File: src/rtl/psum_drain_ctrl_pkg.sv
// Shared sizing defaults and FSM encoding for the psum drain controller.
package psum_drain_ctrl_pkg;

    localparam int PE_COL_DEF   = 8;
    localparam int BIT_ADDR_DEF = 10;
    localparam int BIT_PSUM_DEF = 32;

    typedef enum logic [1:0] {
        ST_IDLE    = 2'd0,
        ST_WAIT_WB = 2'd1,
        ST_READ    = 2'd2,
        ST_FLUSH   = 2'd3
    } state_e;

    // Bank index width; a single bank still gets a 1-bit field.
    function automatic int bank_w(input int n);
        return (n > 1) ? $clog2(n) : 1;
    endfunction

endpackage

File: src/rtl/psum_drain_ctrl_if.sv
// Drain control, SRAM B-port and output stream signals.
// Stream handshake: a beat transfers on a rising edge where out_valid && out_ready;
// while out_valid is high and out_ready low, out_valid and the payload hold.
interface psum_drain_ctrl_if
    import psum_drain_ctrl_pkg::*;
#(
    parameter int PE_COL   = PE_COL_DEF,
    parameter int BIT_ADDR = BIT_ADDR_DEF,
    parameter int BIT_PSUM = BIT_PSUM_DEF
);
    localparam int BIT_BANK = bank_w(PE_COL);

    logic                         start;
    logic [BIT_ADDR-1:0]          base_addr;
    logic [BIT_ADDR-1:0]          num_rows;
    logic                         wb_active;
    logic                         busy;
    logic                         done;
    logic [PE_COL-1:0]            sram_psum_en_b;
    logic [PE_COL*BIT_ADDR-1:0]   sram_psum_addr_b;
    logic [PE_COL*BIT_PSUM-1:0]   sram_psum_dout_b;
    logic                         out_valid;
    logic                         out_ready;
    logic [BIT_PSUM-1:0]          out_data;
    logic [BIT_BANK-1:0]          out_bank;
    logic [BIT_ADDR-1:0]          out_addr;
    logic                         out_last;

    modport master (
        input  start, base_addr, num_rows, wb_active, sram_psum_dout_b, out_ready,
        output busy, done, sram_psum_en_b, sram_psum_addr_b,
               out_valid, out_data, out_bank, out_addr, out_last
    );

    modport slave (
        output start, base_addr, num_rows, wb_active, sram_psum_dout_b, out_ready,
        input  busy, done, sram_psum_en_b, sram_psum_addr_b,
               out_valid, out_data, out_bank, out_addr, out_last
    );

endinterface

File: src/rtl/psum_drain_fifo.sv
// Two-entry synchronous FIFO with occupancy count; push and pop may coincide.
module psum_drain_fifo #(
    parameter int W = 8
) (
    input  logic         i_clk,
    input  logic         i_rst,
    input  logic         i_push,
    input  logic [W-1:0] i_din,
    input  logic         i_pop,
    output logic [W-1:0] o_dout,
    output logic [1:0]   o_count
);
    logic [W-1:0] r_mem [2];
    logic         r_wr_ptr;
    logic         r_rd_ptr;
    logic [1:0]   r_count;
    logic         w_push;
    logic         w_pop;

    assign w_pop  = i_pop && (r_count != 2'd0);
    assign w_push = i_push && ((r_count != 2'd2) || w_pop);

    always_ff @(posedge i_clk or posedge i_rst) begin
        if (i_rst) begin
            r_mem[0] <= '0;
            r_mem[1] <= '0;
            r_wr_ptr <= 1'b0;
            r_rd_ptr <= 1'b0;
            r_count  <= 2'd0;
        end else begin
            if (w_push) begin
                r_mem[r_wr_ptr] <= i_din;
                r_wr_ptr        <= ~r_wr_ptr;
            end
            if (w_pop) begin
                r_rd_ptr <= ~r_rd_ptr;
            end
            r_count <= r_count + {1'b0, w_push} - {1'b0, w_pop};
        end
    end

    assign o_dout  = r_mem[r_rd_ptr];
    assign o_count = r_count;

endmodule

File: src/rtl/psum_drain_ctrl.sv
// Drains every psum bank over the SRAM B port, address-major / bank-minor,
// into a 2-deep output stream once the write path has gone quiet.
module psum_drain_ctrl
    import psum_drain_ctrl_pkg::*;
#(
    parameter int PE_COL   = PE_COL_DEF,
    parameter int BIT_ADDR = BIT_ADDR_DEF,
    parameter int BIT_PSUM = BIT_PSUM_DEF
) (
    input  logic                 i_clk,
    input  logic                 i_rst,
    psum_drain_ctrl_if.master    bus,
    output state_e               o_dbg_state
);
    localparam int BIT_BANK = bank_w(PE_COL);
    localparam int FIFO_W   = BIT_PSUM + BIT_BANK + BIT_ADDR + 1;

    state_e                r_state;
    state_e                w_next_state;
    logic                  r_quiet;
    logic [BIT_ADDR-1:0]   r_base;
    logic [BIT_ADDR-1:0]   r_rows;
    logic [BIT_ADDR-1:0]   r_row;
    logic [BIT_BANK-1:0]   r_bank;
    logic                  r_inflight;
    logic [BIT_BANK-1:0]   r_inf_bank;
    logic [BIT_ADDR-1:0]   r_inf_addr;
    logic                  r_inf_last;
    logic                  r_done;

    logic                  w_issue;
    logic                  w_finish;
    logic                  w_last_rd;
    logic                  w_room;
    logic                  w_drained;
    logic [BIT_ADDR-1:0]   w_rd_addr;
    logic [BIT_PSUM-1:0]   w_ret_data;
    logic [FIFO_W-1:0]     w_ret_entry;
    logic [FIFO_W-1:0]     w_fifo_dout;
    logic [FIFO_W-1:0]     w_head;
    logic [1:0]            w_fifo_count;
    logic                  w_fifo_push;
    logic                  w_fifo_pop;
    logic                  w_out_valid;
    logic                  w_pop;

    assign w_rd_addr  = r_base + r_row;
    assign w_last_rd  = (r_bank == BIT_BANK'(PE_COL - 1)) && (r_row == r_rows - BIT_ADDR'(1));
    assign w_room     = (w_fifo_count + {1'b0, r_inflight}) < 2'd2;
    assign w_ret_data = bus.sram_psum_dout_b[r_inf_bank*BIT_PSUM +: BIT_PSUM];
    assign w_ret_entry = {w_ret_data, r_inf_bank, r_inf_addr, r_inf_last};

    // Returning read bypasses the FIFO when it is empty, so data leaves the
    // cycle it arrives and one word per cycle is sustained.
    assign w_out_valid = (w_fifo_count != 2'd0) || r_inflight;
    assign w_pop       = w_out_valid && bus.out_ready;
    assign w_fifo_pop  = w_pop && (w_fifo_count != 2'd0);
    assign w_fifo_push = r_inflight && !((w_fifo_count == 2'd0) && w_pop);
    assign w_drained   = (w_fifo_count + {1'b0, r_inflight}) == {1'b0, w_pop};

    always_comb begin
        w_next_state = r_state;
        w_issue      = 1'b0;
        w_finish     = 1'b0;
        case (r_state)
            ST_IDLE: begin
                if (bus.start) w_next_state = ST_WAIT_WB;
            end
            ST_WAIT_WB: begin
                if (!bus.wb_active && r_quiet) w_next_state = ST_READ;
            end
            ST_READ: begin
                if (r_rows == '0) begin
                    w_next_state = ST_FLUSH;
                end else if (w_room) begin
                    w_issue = 1'b1;
                    if (w_last_rd) w_next_state = ST_FLUSH;
                end
            end
            ST_FLUSH: begin
                if (w_drained) begin
                    w_finish     = 1'b1;
                    w_next_state = ST_IDLE;
                end
            end
            default: w_next_state = ST_IDLE;
        endcase
    end

    always_ff @(posedge i_clk or posedge i_rst) begin
        if (i_rst) r_state <= ST_IDLE;
        else       r_state <= w_next_state;
    end

    always_ff @(posedge i_clk or posedge i_rst) begin
        if (i_rst) begin
            r_quiet    <= 1'b0;
            r_base     <= '0;
            r_rows     <= '0;
            r_row      <= '0;
            r_bank     <= '0;
            r_inflight <= 1'b0;
            r_inf_bank <= '0;
            r_inf_addr <= '0;
            r_inf_last <= 1'b0;
            r_done     <= 1'b0;
        end else begin
            r_done     <= w_finish;
            r_inflight <= w_issue;
            // r_quiet marks that the previous WAIT_WB cycle already saw wb_active low.
            r_quiet    <= (r_state == ST_WAIT_WB) && !bus.wb_active;
            if ((r_state == ST_IDLE) && bus.start) begin
                r_base <= bus.base_addr;
                r_rows <= bus.num_rows;
                r_row  <= '0;
                r_bank <= '0;
            end
            if (w_issue) begin
                r_inf_bank <= r_bank;
                r_inf_addr <= w_rd_addr;
                r_inf_last <= w_last_rd;
                if (r_bank == BIT_BANK'(PE_COL - 1)) begin
                    r_bank <= '0;
                    r_row  <= r_row + BIT_ADDR'(1);
                end else begin
                    r_bank <= r_bank + BIT_BANK'(1);
                end
            end
        end
    end

    always_comb begin
        bus.sram_psum_en_b   = '0;
        bus.sram_psum_addr_b = '0;
        if (w_issue) begin
            bus.sram_psum_en_b[r_bank]                        = 1'b1;
            bus.sram_psum_addr_b[r_bank*BIT_ADDR +: BIT_ADDR] = w_rd_addr;
        end
    end

    psum_drain_fifo #(.W(FIFO_W)) u_fifo (
        .i_clk   (i_clk),
        .i_rst   (i_rst),
        .i_push  (w_fifo_push),
        .i_din   (w_ret_entry),
        .i_pop   (w_fifo_pop),
        .o_dout  (w_fifo_dout),
        .o_count (w_fifo_count)
    );

    always_comb begin
        w_head = '0;
        if (w_fifo_count != 2'd0) w_head = w_fifo_dout;
        else if (r_inflight)      w_head = w_ret_entry;
    end

    assign {bus.out_data, bus.out_bank, bus.out_addr, bus.out_last} = w_head;
    assign bus.out_valid = w_out_valid;
    assign bus.busy      = (r_state != ST_IDLE);
    assign bus.done      = r_done;
    assign o_dbg_state   = r_state;

endmodule

File: src/flat_wrapper.sv
// flat-port wrapper written by rule: the top's interface ports become plain ports
module psum_drain_ctrl_flat import psum_drain_ctrl_pkg::*;
#(
    parameter int PE_COL   = PE_COL_DEF,
    parameter int BIT_ADDR = BIT_ADDR_DEF,
    parameter int BIT_PSUM = BIT_PSUM_DEF
)
  (i_clk, i_rst, o_dbg_state, bus_start, bus_base_addr, bus_num_rows, bus_wb_active, bus_sram_psum_dout_b, bus_out_ready, bus_busy, bus_done, bus_sram_psum_en_b, bus_sram_psum_addr_b, bus_out_valid, bus_out_data, bus_out_bank, bus_out_addr, bus_out_last);
  psum_drain_ctrl_if #(.PE_COL(PE_COL), .BIT_ADDR(BIT_ADDR), .BIT_PSUM(BIT_PSUM)) bus_i ();
  input  logic i_clk;
  input  logic i_rst;
  output state_e o_dbg_state;
  input wire logic [$bits(bus_i.start)-1:0] bus_start;
  input wire logic [$bits(bus_i.base_addr)-1:0] bus_base_addr;
  input wire logic [$bits(bus_i.num_rows)-1:0] bus_num_rows;
  input wire logic [$bits(bus_i.wb_active)-1:0] bus_wb_active;
  input wire logic [$bits(bus_i.sram_psum_dout_b)-1:0] bus_sram_psum_dout_b;
  input wire logic [$bits(bus_i.out_ready)-1:0] bus_out_ready;
  output wire logic [$bits(bus_i.busy)-1:0] bus_busy;
  output wire logic [$bits(bus_i.done)-1:0] bus_done;
  output wire logic [$bits(bus_i.sram_psum_en_b)-1:0] bus_sram_psum_en_b;
  output wire logic [$bits(bus_i.sram_psum_addr_b)-1:0] bus_sram_psum_addr_b;
  output wire logic [$bits(bus_i.out_valid)-1:0] bus_out_valid;
  output wire logic [$bits(bus_i.out_data)-1:0] bus_out_data;
  output wire logic [$bits(bus_i.out_bank)-1:0] bus_out_bank;
  output wire logic [$bits(bus_i.out_addr)-1:0] bus_out_addr;
  output wire logic [$bits(bus_i.out_last)-1:0] bus_out_last;
  assign bus_i.start = bus_start;
  assign bus_i.base_addr = bus_base_addr;
  assign bus_i.num_rows = bus_num_rows;
  assign bus_i.wb_active = bus_wb_active;
  assign bus_i.sram_psum_dout_b = bus_sram_psum_dout_b;
  assign bus_i.out_ready = bus_out_ready;
  assign bus_busy = bus_i.busy;
  assign bus_done = bus_i.done;
  assign bus_sram_psum_en_b = bus_i.sram_psum_en_b;
  assign bus_sram_psum_addr_b = bus_i.sram_psum_addr_b;
  assign bus_out_valid = bus_i.out_valid;
  assign bus_out_data = bus_i.out_data;
  assign bus_out_bank = bus_i.out_bank;
  assign bus_out_addr = bus_i.out_addr;
  assign bus_out_last = bus_i.out_last;
  psum_drain_ctrl #(.PE_COL(PE_COL), .BIT_ADDR(BIT_ADDR), .BIT_PSUM(BIT_PSUM)) u_core (.i_clk(i_clk), .i_rst(i_rst), .bus(bus_i), .o_dbg_state(o_dbg_state));
endmodule
File: config.mk
export PLATFORM = sky130hd
export DESIGN_NAME = psum_drain_ctrl_flat
export DESIGN_NICKNAME = d
export VERILOG_FILES = /design/src/rtl/psum_drain_ctrl_pkg.sv /design/src/rtl/psum_drain_ctrl_if.sv /design/src/rtl/psum_drain_fifo.sv /design/src/rtl/psum_drain_ctrl.sv /design/src/flat_wrapper.sv
export SDC_FILE = /design/constraint.sdc
export NUM_CORES = 1
export LEC_CHECK = 0
export CAP_MARGIN = 20
export CORE_MARGIN = 5
export CORE_UTILIZATION = 50
export CTS_CLUSTER_DIAMETER = 30
export DETAILED_ROUTE_END_ITERATION = 7
export DONT_BUFFER_PORTS = 1
export PLACE_DENSITY = 0.62
export REMOVE_ABC_BUFFERS = 1
export SYNTH_ARGS = -nofsm -noshare
export SYNTH_HDL_FRONTEND = slang
export SYNTH_SLANG_ARGS = --single-unit
File: constraint.sdc
create_clock -name i_clk -period 5.5 [get_ports i_clk]
set_input_delay 0.55 -clock i_clk [delete_from_list [all_inputs] [get_ports i_clk]]
set_output_delay 0.55 -clock i_clk [all_outputs]
set_load 0.005 [all_outputs]
==> run summary, run 1 <==
The final estimated routing congestion in global placement came out at 0.956. Setup violations remaining at the end of the flow were counted as 0. The highest attainable clock frequency is between 200 and 250 MHz. The clock root buffer is sky130_fd_sc_hd__clkbuf_16. The path type of the worst min-delay path is in -> async. The tree built by TritonCTS fans out to 148 sinks. The clock-pin slew reported for the worst setup and hold paths after clock tree synthesis is 0.06 ns.

The number of buffers inserted by post-CTS setup repair is 0. TritonCTS built the clock tree. The detailed-route wire length per cell came out at roughly 26 um. The completed layout was analyzed and its total power is just under 9 mW. The async set-reset flop share out of synthesis came out at 100%.

The detailed router finished its first iteration with 1,022 violations. Of the available clock period, the critical path in the final layout requires slightly below 90%. For this configuration, the core starts out at a cell density of 50.9%. The post-detailed-route count of antenna-violating nets came out at 0. The signal arrival time at the worst endpoint is 4.29 ns.

The half-perimeter wire length of the detailed placement result came out at 31,000 um. The final setup TNS is 0 ns. The region available for standard cell placement spans ~0.023 mm^2. The share of layout cells above drive strength 1 is 16.1%. The power density over the cells is 698 mW/mm^2.

The netlist area before placement came out at around 0.012 mm^2. The wire length after detailed routing came out at between 40,000 and 50,000 um. The measured slew at the worst slew-check pin came out at slightly below 1 ns. The leakage component of the power is between 4 and 5 nW. The I/O pin total came out at 420. The endpoint class of the critical path is a primary output. The critical path data required time came out at slightly below 5 ns. The via count of the first global-routing pass came out at approximately 10,000. The area added between synthesis and finish is 6.42%. The number of buffers inserted by port buffering is 0. The cts-stage hold buffer count came out at 0.

The first global-routing pass estimated between 60,000 and 70,000 um of wire. The maximum clock skew at final layout is 0.0143 ns. The post-route worst hold slack is 0.163 ns. The total number of yosys warnings is 0.

The post-synthesis cell type count is 80. The final-report hold violation count came out at 0. The number of filler instances in the final layout is roughly 2,100. The number of remaining DRC errors is 0.

The total via count in the routed design came out at 10,600. Measured against its own limit, the worst slew margin works out to 34.0%. Setup repair after global routing left no endpoint under its margin.

The placed cell count is 1,539. The area enclosed by the die boundary is 0.0271 mm^2. The initial antenna violation count is 12. The number of synthesized flops with an enable pin is 0. The number of instances in the synthesized netlist is 1,309. The die height came out at about 160 um. The sort of element at the start of the critical path is a flip-flop.

The time the worst path needs with I/O delays and setup is around 4.8 ns. The flip-flop and latch count after synthesis came out at between 100 and 150. The total count of max-transition violations in the final report is 0. The net count of the finished layout is ~1,500. The per-cell via count in the routed design is around 6.7.

The flow ran to the end, and the final reports show no timing, DRC or antenna violations. The largest net degree at the start of global routing came out at 98. In this run, post-CTS repair resized a total of 0 instances.

In the synthesized netlist the dominant register cell turns out to be sky130_fd_sc_hd__dfrtp_1. The mean post-synth cell area came out at approximately 9 um^2. The largest buffer count on any clock path came out at 2.

The number of search-and-repair iterations in the first detailed-routing pass is 5. The standard-cell row count is 56. Across the run, the number of max-cap violations was 0.

The critical path is of the reg -> out type. The highest net fanout along the worst path is 18. The die is 165 um wide. Clock latency on the worst-skew pair, taken at its later pin, is 0.42 ns. The share of the core filled with cells in the final layout came out at between 50% and 60%. The worst-case IR drop observed on VDD is 0.330 mV.

The number of standard cells in the layout, taps in and fillers out came out at 1,583. The overall overflow remaining after global route is 0. The total CTS buffers is 17. The deepest level of the CTS H-tree came out at 4. The register area share after synthesis came out at 31.0%.

Across every metal layer, demand over resource in global routing totals approximately 29%.
## final timing paths
check	startpoint	to	slack, ns	depth (start not counted)
setup / recovery	u_core.r_bank[0]	bus_sram_psum_addr_b[26]	0.66	10
hold / removal	i_rst	u_core.u_fifo.r_mem[75]	0.16	1
setup reg to reg	u_core.r_rows[0]	u_core.r_row[8]	2.51	10
hold reg to reg	u_core.u_fifo.r_mem[84]	u_core.u_fifo.r_mem[84]	0.48	2
max in group asynchronous	i_rst	u_core.u_fifo.r_mem[84]	4.09	2
min in group i_clk	bus_wb_active	u_core.r_quiet	0.19	1
## final cells by class
class,instances,area (um^2),share of cell area (%)
repair buffers,17,148,1.16
multi-input cells,1031,7740,60.9
flip-flops and latches,148,3710,29.2
clock buffers,18,439,3.46
diodes,11,27.5,0.217
clock inverters,14,145,1.14
well taps,319,399,3.14
inverters,25,98.8,0.778
## per-layer routing
layer,share of wire [%],track usage [%]
met4,3.3,12.4
met1,40,37.8
met3,8.6,8.19
met2,48,45.3
met5,0.13,0
## logic make-up (layout without fill, tap and decap cells)
group / Yosys count / after routing / share of synthesized area (%)
flops: 148 / 148 / 31.0
other cells: 0 / 11 / 0
buf+inv: 130 / 74 / 4.40
mux: 192 / 192 / 23.3
xor+xnor: 27 / 27 / 1.98
simple gates: 447 / 447 / 18.2
fa+ha+maj: 28 / 28 / 3.00
compound gates: 337 / 337 / 18.1
## registers in the layout, indices dropped and copies added (netlist names)
register and flops:
u_core.bus.done 1, u_core.o_dbg_state 2, u_core.r_bank 3, u_core.r_base 10
u_core.r_inf_addr 10, u_core.r_inf_bank 3, u_core.r_inf_last 1, u_core.r_inflight 1
u_core.r_quiet 1, u_core.r_row 10, u_core.r_rows 10, u_core.u_fifo.o_count 2
u_core.u_fifo.r_mem 92, u_core.u_fifo.r_rd_ptr 1, u_core.u_fifo.r_wr_ptr 1
## worst max-delay path: stages, from the launching register on
cell                       delay [ns]
sky130_fd_sc_hd__dfrtp_1         0.57
sky130_fd_sc_hd__ha_1            0.21
sky130_fd_sc_hd__ha_1            0.16
sky130_fd_sc_hd__inv_1           0.05
sky130_fd_sc_hd__ha_1            0.61
sky130_fd_sc_hd__nor3_1          0.12
sky130_fd_sc_hd__ha_1            0.63
sky130_fd_sc_hd__o21ai_0         0.41
sky130_fd_sc_hd__nor2_1          0.63
sky130_fd_sc_hd__nand2_1         0.21
sky130_fd_sc_hd__a211oi_1        0.28
## report_power, final
| group | leakage, nW | internal (mW) | switching, mW |
|---|---|---|---|
| sequential | 1.88 | 1.54 | 0.543 |
| combinational | 2.76 | 2.06 | 3.59 |
| clock | 0.278 | 0.650 | 0.503 |
| total | 4.91 | 4.25 | 4.63 |
## Yosys cell counts, types with 5 or more instances
| cell type | number | area (um^2) |
|---|---|---|
| sky130_fd_sc_hd__a211oi_1 | 14 | 105 |
| sky130_fd_sc_hd__a21o_1 | 6 | 45.0 |
| sky130_fd_sc_hd__a21oi_1 | 55 | 275 |
| sky130_fd_sc_hd__a31oi_1 | 13 | 81.3 |
| sky130_fd_sc_hd__a32oi_1 | 8 | 70.1 |
| sky130_fd_sc_hd__and2_1 | 9 | 56.3 |
| sky130_fd_sc_hd__and3_1 | 11 | 68.8 |
| sky130_fd_sc_hd__buf_1 | 7 | 26.3 |
| sky130_fd_sc_hd__buf_2 | 30 | 150 |
| sky130_fd_sc_hd__clkbuf_1 | 68 | 255 |
| sky130_fd_sc_hd__dfrtp_1 | 148 | 3700 |
| sky130_fd_sc_hd__ha_1 | 27 | 338 |
| sky130_fd_sc_hd__inv_1 | 22 | 82.6 |
| sky130_fd_sc_hd__mux2_2 | 50 | 563 |
| sky130_fd_sc_hd__mux2i_1 | 78 | 781 |
| sky130_fd_sc_hd__mux4_2 | 64 | 1440 |
| sky130_fd_sc_hd__nand2_1 | 165 | 619 |
| sky130_fd_sc_hd__nand2b_1 | 7 | 43.8 |
| sky130_fd_sc_hd__nand3_1 | 46 | 230 |
| sky130_fd_sc_hd__nand3b_1 | 6 | 45.0 |
| sky130_fd_sc_hd__nand4_1 | 14 | 87.6 |
| sky130_fd_sc_hd__nor2_1 | 90 | 338 |
| sky130_fd_sc_hd__nor2b_1 | 14 | 87.6 |
| sky130_fd_sc_hd__nor3_1 | 31 | 155 |
| sky130_fd_sc_hd__nor4_1 | 10 | 62.6 |
| sky130_fd_sc_hd__o211ai_1 | 7 | 52.6 |
| sky130_fd_sc_hd__o21ai_0 | 125 | 626 |
| sky130_fd_sc_hd__o22ai_1 | 45 | 282 |
| sky130_fd_sc_hd__o31ai_1 | 7 | 52.6 |
| sky130_fd_sc_hd__or2_2 | 5 | 31.3 |
| sky130_fd_sc_hd__or3_1 | 16 | 100 |
| sky130_fd_sc_hd__xnor2_1 | 13 | 114 |
| sky130_fd_sc_hd__xor2_1 | 14 | 123 |
## per-stage QoR
step           setup slack, ns  instance area (um^2)
2_1_floorplan            0.970                 11500
3_3_place_gp              1.33                 12100
3_5_place_dp              1.16                 12100
4_1_cts                  0.697                 12700
5_1_grt                  0.337                 12700
6_report                 0.659                 12700
## layout by cell type (no fill, tap or decap), types with 16 or more instances in the layout
master                      instances
sky130_fd_sc_hd__nand3_1           46
sky130_fd_sc_hd__mux2_2            50
sky130_fd_sc_hd__dfrtp_1          144
sky130_fd_sc_hd__clkbuf_16         17
sky130_fd_sc_hd__nor3_1            31
sky130_fd_sc_hd__mux4_2            64
sky130_fd_sc_hd__nor2_1            89
sky130_fd_sc_hd__buf_4             16
sky130_fd_sc_hd__nand2_1          164
sky130_fd_sc_hd__o22ai_1           45
sky130_fd_sc_hd__ha_1              27
sky130_fd_sc_hd__inv_1             21
sky130_fd_sc_hd__mux2i_1           78
sky130_fd_sc_hd__or3_1             16
sky130_fd_sc_hd__o21ai_0          125
sky130_fd_sc_hd__a21oi_1           55
No activity file was read; power rests on OpenSTA's default activity.
==> run 2: changes to the inputs <==
Settings changed: PLACE_DENSITY 0.62 to unset, REMOVE_ABC_BUFFERS 1 to unset.
==> run summary, run 2 (synthesized netlist as in run 1, its figures left out) <==
The path class of the tightest hold or removal check is in -> async. Entering global routing, the biggest net connects 105 pins. The critical path data required time came out at 4.95 ns. Setup repair after global routing left no endpoint under its margin. The total routing usage reported by global routing is 29.7%.

The startpoint identified for the worst register-to-register timing path is u_core.r_rows[0]. In the post-route analysis, the smallest setup slack over all paths is 0.664 ns. CTS placed an instance of sky130_fd_sc_hd__clkbuf_16 at the clock tree root. Synthesis produced a netlist with a net count of 1,618. Prior to clock tree synthesis, the placed netlist has a worst setup slack of 1.15 ns. The critical path is of the reg -> out type. The detailed-route wire length per cell is about 27 um. In this run, post-CTS hold repair placed 0 buffers. The initial antenna violation count came out at 8.

The setup slack on the worst flop-to-flop path is 2.52 ns. The sort of element at the start of the critical path is a flip-flop. The overall overflow remaining after global route came out at 0. The effective utilization at floorplan came out at 50.9%.

The clock latency of the later-clocked register in the worst-skew pair came out at between 0.4 and 0.5 ns. The region available for standard cell placement spans between 0.02 and 0.025 mm^2. The clock-pin slew reported for the worst setup and hold paths after clock tree synthesis is 0.07 ns. The post-route fraction of the period consumed by the critical path is roughly 88%. In this run the remaining antenna-violating nets after routing total 0.

After detailed routing, the number of vias per cell comes to 6.75. The final estimated routing congestion in global placement came out at 0.994. The total CTS buffers is 17. The die is between 150 and 200 um tall. For this run, design rule violations remaining after detail routing come to 0. The number of buffers inserted by post-CTS setup repair is 0. Across all layers, the routed design uses 10,600 vias. The maximum single-stage delay on the critical path is 0.66 ns. The deepest level of the CTS H-tree is 4. Including well taps, the total number of placed cells is ~1,500. For this block, the routed nets add up to around 42,000 um of wire.

The count of clock tree sinks came out at 148. In this run the horizontal extent of the chip is 165 um. The power density over the cells came out at 708 mW/mm^2. VDD sags by at most 0.333 mV.

The post-cts sizing count came out at 0. The number of buffers inserted by port buffering is 0. The leading cell type in the layout, fill and taps excluded is sky130_fd_sc_hd__nand2_1. The net count of the finished layout is 1,550. The flow ran to the end, and the final reports show no timing, DRC or antenna violations. The number of standard cells in the layout, taps in and fillers out is 1,576. The highest net fanout along the worst path is 18.

The routed design uses 3970 um of met3 wire. The largest individual stage delay along the critical path comes from the cell sky130_fd_sc_hd__dfrtp_1. In the final timing run, aggregate negative setup slack is 0 ns. The final-report hold violation count came out at 0. The initial DRC count came out at 1,288. The relative max-transition margin is 23.8%. In this run the top signal layer used is met5.

TritonCTS built the clock tree. The pre-antenna-repair detailed-routing pass consisted of 6 iterations. STA classifies the critical path endpoint as a primary output.

The via count of the first global-routing pass came out at roughly 10,000. After legalization and detailed placement, the total HPWL measured 31,900 um. The time the worst path needs with I/O delays and setup came out at 4.84 ns. The floorplan has 56 rows. The leakage component of the power came out at 4.91 nW. The worst register-to-register path ends at u_core.r_row[4]. For this design the top-level I/O count stands at 420. The critical path goes through ha_1 > inv_1 > ha_1 > nor3_1 > ha_1 > o21ai_0 > nor2_1 > nand2_1 > a211oi_1. The highest attainable clock frequency came out at ~210 MHz. In the layout the commonest cells are sky130_fd_sc_hd__nand2_1 (164), sky130_fd_sc_hd__dfrtp_1 (144), sky130_fd_sc_hd__o21ai_0 (125). The total count of max-transition violations in the final report is 0. The share of layout cells above drive strength 1 came out at 16.2%. The max-cap violation count is 0. The area added between synthesis and finish is 6.14%. The area enclosed by the die boundary came out at approximately 0.027 mm^2. The count of cells along the worst register-to-register path is 10.

The total of endpoints with negative setup slack in the final report came out at 0. The cell repeated most along the worst path is sky130_fd_sc_hd__ha_1. The routed length on met2 is 20,200 um. The signal arrival time at the worst endpoint is 4.29 ns.

The register with the most flip-flops in the layout has 92 of them. At the pin with the least slew margin, the transition time is 1.14 ns. Cells fill 54.0% of the core in the end. No sink is reached through more buffers than the 2 on the longest clock path. The sum of routed wire segments on met1 came out at 17,000 um. The first global-routing pass estimated 62,300 um of wire. The register with the most flip-flops in the final layout is u_core.u_fifo.r_mem.

The maximum clock skew at final layout came out at 0.0155 ns.
==> run 2: changes by cell type in the layout (fill, tap and decap cells not counted), sizes merged <==
cell      change
inv           +4
clkinvlp      -1
clkbuf        -1
clkinv        -2
buf           +1
diode         -8
==> run 2: stage by stage <==
step	area (um^2)	hold slack [ns]	power, mW
2_1_floorplan	11900	0.449	6.12
3_3_place_gp	12100	0.461	7.69
3_5_place_dp	12100	0.470	7.66
4_1_cts	12700	0.187	8.86
5_1_grt	12700	0.179	9.54
6_report	12700	0.194	8.98
==> run 2: worst max path at each step <==
stage | depth (start not counted) | to | startpoint | slack, ns
floorplan | 1 | u_core.bus.done | i_rst | 0.97
global placement | 9 | bus_sram_psum_addr_b[26] | u_core.r_bank[1] | 1.29
detailed placement | 10 | bus_sram_psum_addr_b[26] | u_core.r_bank[2] | 1.15
CTS | 10 | bus_sram_psum_addr_b[26] | u_core.r_bank[2] | 0.71
global route | 10 | bus_sram_psum_addr_b[26] | u_core.r_bank[2] | 0.32
finish | 9 | bus_sram_psum_addr_b[26] | u_core.r_bank[1] | 0.66
==> run 2: where the power goes <==
group          internal, mW  switching, mW  leakage [nW]
Clock                 0.647          0.520         0.288
Sequential             1.54          0.569          1.88
Combinational          2.07           3.64          2.75
==> run 2: final cells by class <==
type | instances | area, um^2
fill | 2187 | 10800
multi-input combinational | 1031 | 7740
sequential | 148 | 3710
clock buffer | 17 | 425
tap | 319 | 399
clock inverter | 15 | 160
timing repair buffer | 18 | 135
inverter | 25 | 98.8
antenna | 3 | 7.51
==> run 2: worst max-delay path: cells and delay by family, from the launching register on <==
family,cells,cell delay [ns]
and+or+nand+nor,3,0.92
adders and majority gates,3,1.56
buffers and inverters,1,0.05
DFF,1,0.66
AOI/OAI and AO/OA,2,0.67
==> run 2: routing by layer <==
layer | up-vias | GRT usage, %
met5 | - | 0
met1 | 5190 | 39.8
met3 | 76 | 7.81
li1 | 4780 | -
met2 | 593 | 48.1
met4 | 2 | 8.02
==> run 3: changes to the inputs <==
Settings changed: CAP_MARGIN 20 to unset.
==> results of run 3 <==
No change in the layout: final DEF, timing and power equal those of run 2.
